--- config.mk ---
export PLATFORM = sky130hd
export DESIGN_NAME = conv_accumulate_relu
export DESIGN_NICKNAME = d
export VERILOG_FILES = /design/src/rtl/conv_accumulate_relu.sv
export SDC_FILE = /design/constraint.sdc
export NUM_CORES = 1
export LEC_CHECK = 0
export CAP_MARGIN = 20
export CORE_ASPECT_RATIO = 0.5
export CORE_MARGIN = 3
export CORE_UTILIZATION = 40
export DETAILED_ROUTE_END_ITERATION = 16
export GPL_TIMING_DRIVEN = 0
export PLACE_DENSITY_LB_ADDON = 0.05
export SLEW_MARGIN = 20
export SYNTH_ARGS = -nofsm -noshare
export SYNTH_HDL_FRONTEND = slang
export SYNTH_SLANG_ARGS = --single-unit
--- constraint.sdc ---
create_clock -name clk -period 3.4 [get_ports clk]
set_clock_uncertainty 0.15 [all_clocks]
set_input_delay 0.34 -clock clk [delete_from_list [all_inputs] [get_ports clk]]
set_output_delay 0.34 -clock clk [all_outputs]
set_load 0.01 [all_outputs]
--- src/rtl/conv_accumulate_relu.sv ---
// Accumulates num_passes signed partial sums per pixel, adds a per-filter bias, applies ReLU,
// rounds half up, requantizes by a right shift and saturates to an unsigned activation.
module conv_accumulate_relu #(
  parameter int in_width   = 20,
  parameter int acc_width  = 24,
  parameter int bias_width = 16,
  parameter int num_passes = 4,
  parameter int shift      = 6,
  parameter int out_width  = 8,
  localparam int CW = (num_passes > 1) ? $clog2(num_passes) : 1
) (
  input  logic                  clk,
  input  logic                  reset,
  input  logic                  clear,
  input  logic                  in_valid,
  output logic                  in_ready,
  input  logic [in_width-1:0]   in_data,
  input  logic [bias_width-1:0] bias,
  output logic                  out_valid,
  input  logic                  out_ready,
  output logic [out_width-1:0]  out_data,
  output logic [CW-1:0]         pass_cnt,
  output logic [1:0]            dbg_state
);

  typedef enum logic [1:0] {ST_ACC = 2'd0, ST_POST = 2'd1, ST_OUT = 2'd2} state_t;

  localparam logic signed [acc_width-1:0] HALF    = acc_width'(1) << (shift - 1);
  localparam logic signed [acc_width-1:0] MAX_OUT = acc_width'((1 << out_width) - 1);

  state_t                       r_state;
  state_t                       w_next_state;
  logic signed [acc_width-1:0]  r_acc;
  logic [bias_width-1:0]        r_bias;
  logic [CW-1:0]                r_cnt;
  logic                         r_out_valid;
  logic [out_width-1:0]         r_out_data;

  logic                         w_accept;
  logic                         w_last;
  logic                         w_out_fire;
  logic signed [acc_width-1:0]  w_in_ext;
  logic signed [acc_width-1:0]  w_bias_ext;
  logic signed [acc_width-1:0]  w_sum;
  logic signed [acc_width-1:0]  w_round;
  logic signed [acc_width-1:0]  w_r;
  logic [out_width-1:0]         w_post_data;

  // Both ports use valid/ready: a transfer happens on a rising edge where valid && ready;
  // in_ready depends only on state, so there is no path from out_ready to in_ready.
  assign in_ready   = (r_state == ST_ACC);
  assign w_accept   = in_valid && in_ready && !clear;
  assign w_last     = (r_cnt == CW'(num_passes - 1));
  assign w_out_fire = r_out_valid && out_ready;

  assign out_valid  = r_out_valid;
  assign out_data   = r_out_data;
  assign pass_cnt   = r_cnt;
  assign dbg_state  = r_state;

  assign w_in_ext   = {{(acc_width - in_width){in_data[in_width-1]}}, in_data};
  assign w_bias_ext = {{(acc_width - bias_width){r_bias[bias_width-1]}}, r_bias};
  assign w_sum      = r_acc + w_bias_ext;
  assign w_round    = w_sum + HALF;
  assign w_r        = w_round >>> shift;

  always_comb begin
    w_post_data = w_r[out_width-1:0];
    if (w_sum[acc_width-1]) begin
      w_post_data = '0;
    end else if (w_r > MAX_OUT) begin
      w_post_data = '1;
    end
  end

  always_comb begin
    w_next_state = r_state;
    case (r_state)
      ST_ACC:  if (w_accept && w_last) w_next_state = ST_POST;
      ST_POST: w_next_state = ST_OUT;
      ST_OUT:  if (w_out_fire) w_next_state = ST_ACC;
      default: w_next_state = ST_ACC;
    endcase
    if (clear) begin
      w_next_state = ST_ACC;
    end
  end

  always_ff @(posedge clk or posedge reset) begin
    if (reset) begin
      r_state <= ST_ACC;
    end else begin
      r_state <= w_next_state;
    end
  end

  always_ff @(posedge clk or posedge reset) begin
    if (reset) begin
      r_acc  <= '0;
      r_bias <= '0;
      r_cnt  <= '0;
    end else if (clear) begin
      r_acc <= '0;
      r_cnt <= '0;
    end else if (w_accept) begin
      // First beat of a pixel restarts the sum and latches the bias for this filter.
      if (r_cnt == '0) begin
        r_acc  <= w_in_ext;
        r_bias <= bias;
      end else begin
        r_acc <= r_acc + w_in_ext;
      end
      r_cnt <= w_last ? '0 : r_cnt + CW'(1);
    end
  end

  always_ff @(posedge clk or posedge reset) begin
    if (reset) begin
      r_out_valid <= 1'b0;
      r_out_data  <= '0;
    end else if (clear) begin
      r_out_valid <= 1'b0;
    end else if (r_state == ST_POST) begin
      r_out_valid <= 1'b1;
      r_out_data  <= w_post_data;
    end else if (w_out_fire) begin
      r_out_valid <= 1'b0;
    end
  end

endmodule
==> results.yml, run 1 <==
worst_setup_path:
  cp_max_fo: 8
  r2r-end: "out_data[0]"
  cp-start-kind: "register"
  r2r-start: "r_acc[4]"
  crit_type: "reg -> reg"
  ff2ff_setup_slack_ns: -0.27
  worstSetupEndpointType: "register"
  worstPathArrival_ns: 3.70
  rr_worst_depth: 15
  worstPathRequired_ns: 3.43
power_and_ir_drop:
  switching_power_mw: 1.22
  p_int_mw: 1.78
  power_density_nw_per_um2: 494
  power_leakage_nw: 2.63
  sw_frac_of_total_pct: 40.7
  power.share.clock_pct: 17.3
  power.total_mw: 2.99
  seq_power_share_pct: 27.5
  peakVddDrop_v: 0.000237
  p_comb_share_pct: 55.2
placement:
  placed_cell_area_um2: 5690
  numPortBuffers: 54
  hpwl_um: 9850
  pre_cts_ws_ns: -0.695
  gp_congestion: 0.860
  place_inst: 768
status:
  violations: "setup timing"
  status: "finished, violations left"
route:
  wl_per_cell_um: 16.1
  vias_per_cell: 5.57
  vias: 4400
  ant_nets: 0
  wl_um: 12700
  drt_iter0_markers: 220
  firstDrtPassIters: 5
  drcViolationCount: 0
cells_and_area:
  area_delta_synth_final_pct: 23.8
  stdcell_area_um2: 6070
  drive_gt1_share_pct: 15.5
  n_antenna_cell: 0
  fin_cells: 790
  nets: 721
  fin_util_pct: 53.0
clocking:
  cts.clk_slew.worst_paths_ns: 0.07
  ctsHoldBuffers: 0
  ctsHtreeMaxLevel: 2
  cts_tree: "built"
  clock-sinks: 53
  root_buffer: "clkbuf_16"
  cts_buffers: 5
  clk_latency_ns: 0.29
  cts_max_path_buffers: 2
timing:
  setup_slack_ns: -0.269
  final_hold_viol_count: 0
  timing.setup.tns_ns: -2.09
  final.min_clock_period_ns: 3.67
  fmax_ghz: 0.273
  max-slew-margin-rel_pct: 48.3
  min_period_over_period_pct: 108
  worst_pin_slew_ns: 0.776
  finalMaxSlewViolations: 0
  rsz0062_at_grt: "true"
  fin_hold_ws_ns: 0.332
  setup_violations: 8
logic_synthesis:
  synth.top_cell.area_share_pct: 27.1
  syn_nets: 645
  ys_seq_elements: 53
  yosysMostFrequentCell: "dfrtp_1"
  async_flop_share_pct: 100
  avgSynthCellArea_um2: 8.83
  synth-edff-count: 0
  synth_area_leader_cell: "dfrtp_1"
  postSynthCellCount: 555
  seq_area_frac_synth_pct: 27.1
  ys_types: 80
  synthTopCellsByArea: "dfrtp_1 (27%), ha_1 (12%), a21oi_1 (4.6%), o21ai_0 (4.5%), mux2_2 (3.9%)"
  synth_top_flop_cell: "dfrtp_1"
  yosys_warnings: 0
  syn_area_um2: 4900
  synth.top_cells.by_count: "dfrtp_1 (53), ha_1 (48), nand2_1 (48)"
global_route:
  grt_overflow: 0
  grt_pass1_vias: 4089
  grt_usage_pct: 19.0
  met3_usage_pct: 3.10
  grt_use_met2_pct: 28.9
  grt_max_degree: 54
  grt_antenna_before_repair: 0
  use_met1_pct: 29.0
  grt-busiest-layer: "met1"
  grt_first_pass_wirelength_um: 21300
min_path:
  min_path_type: "in -> async"
floorplanning:
  core_um2: 11500
  initial_core_util_pct: 42.8
  rows: 27
  die_area_um2: 13700
  fp.dieW_um: 163
  fp.dieH_um: 84.3
  io_pins: 55
flow_run:
  drv_cap: 0
[worst max-delay path, stage by stage, from the launching register on]
cell,delay [ns]
dfrtp_2,0.44
ha_4,0.22
a21o_1,0.22
a31o_4,0.28
nor2_2,0.13
o31a_2,0.17
ha_4,0.14
nand4_4,0.08
nor4b_4,0.27
buf_4,0.18
and4_4,0.24
nand3_2,0.09
mux2_4,0.33
o21ai_4,0.14
a31oi_4,0.17
a221o_1,0.30
[final cells by class]
type / count / area [um^2]
fillers: 1081 / 5390
well taps: 159 / 199
inverters: 19 / 73.8
clock buffers: 6 / 129
repair buffers: 71 / 668
multi-input cells: 463 / 3580
flip-flops and latches: 53 / 1330
clock inverters: 1 / 8.76
plain buffers: 18 / 78.8
[cell families (layout without fill, tap and decap cells)]
group           count (synthesis)  after routing  share of synthesized area (%)
buf+inv                        39            115                           3.22
simple gates                  176            176                           19.0
fa+ha+maj                      49             49                           12.7
xor+xnor                       38             38                           7.10
compound gates                181            181                           26.5
mux                            19             19                           4.42
flops                          53             53                           27.1
[how the worst max path moves through the flow]
stage | endpoint | slack (ns) | start
after floorplan | out_data[7] | -0.02 | r_bias[4]
after global placement | r_acc[22] | -0.69 | in_data[0]
after detailed placement | r_acc[22] | -0.69 | in_data[0]
after CTS | out_data[0] | -0.22 | r_acc[4]
after global routing | out_data[0] | -0.45 | r_bias[4]
final | out_data[0] | -0.27 | r_acc[4]
[power by group through the flow]
stage / sequential [mW] / clock [mW] / combinational [mW]
2_1_floorplan: 0.820 / 0 / 1.17
3_3_place_gp: 0.832 / 0 / 1.51
3_5_place_dp: 0.836 / 0 / 1.53
4_1_cts: 0.824 / 0.529 / 1.62
5_1_grt: 0.841 / 0.553 / 1.85
6_report: 0.823 / 0.518 / 1.65
[registers in the layout, summed over array words and instances (netlist names)]
signal,count
pass_cnt,2
dbg_state,2
r_bias,16
out_data,8
r_acc,24
out_valid,1
[repair_timing]
| action | in CTS | in global routing |
|---|---|---|
| pin swaps | 16 | 12 |
| cloned | 0 | 0 |
| resized for setup | 16 | 13 |
| endpoints found under the setup margin | 12 | 12 |
| buffers inserted | 11 | 6 |
| endpoints found under the hold margin | 0 | 0 |
[routing by layer]
layer / routed length, um / part of all wire (%)
met3: 421 / 3.3
met1: 6760 / 53
met4: 71 / 0.56
met2: 5460 / 43
met5: 0 / 0
[layout by cell type, fill, tap and decap left out, types with 7 or more instances in the layout]
master / n
nand2b_1: 7
dfrtp_1: 52
nor2_1: 40
nand2_1: 47
a221o_1: 8
ha_1: 43
and2_1: 9
nand4_1: 7
clkbuf_1: 13
mux2_2: 17
a21oi_2: 8
clkdlybuf4s50_1: 54
inv_1: 18
o21ai_0: 39
xor2_1: 15
nand3_1: 14
buf_4: 17
xnor2_1: 20
a21oi_1: 37
o211ai_1: 7
a21o_1: 15
Power figures use the tool's default switching activity.
==> inputs of run 2 (changes only) <==
- CTS_CLUSTER_DIAMETER: not set -> 40
==> results of run 2 <==
No change in the layout: final DEF, timing and power equal those of run 1.
==> inputs of run 3 (changes only) <==
- CTS_CLUSTER_DIAMETER: 40 -> 30
- CTS_CLUSTER_SIZE: not set -> 24
==> results of run 3 <==
No change in the layout: final DEF, timing and power equal those of run 1.
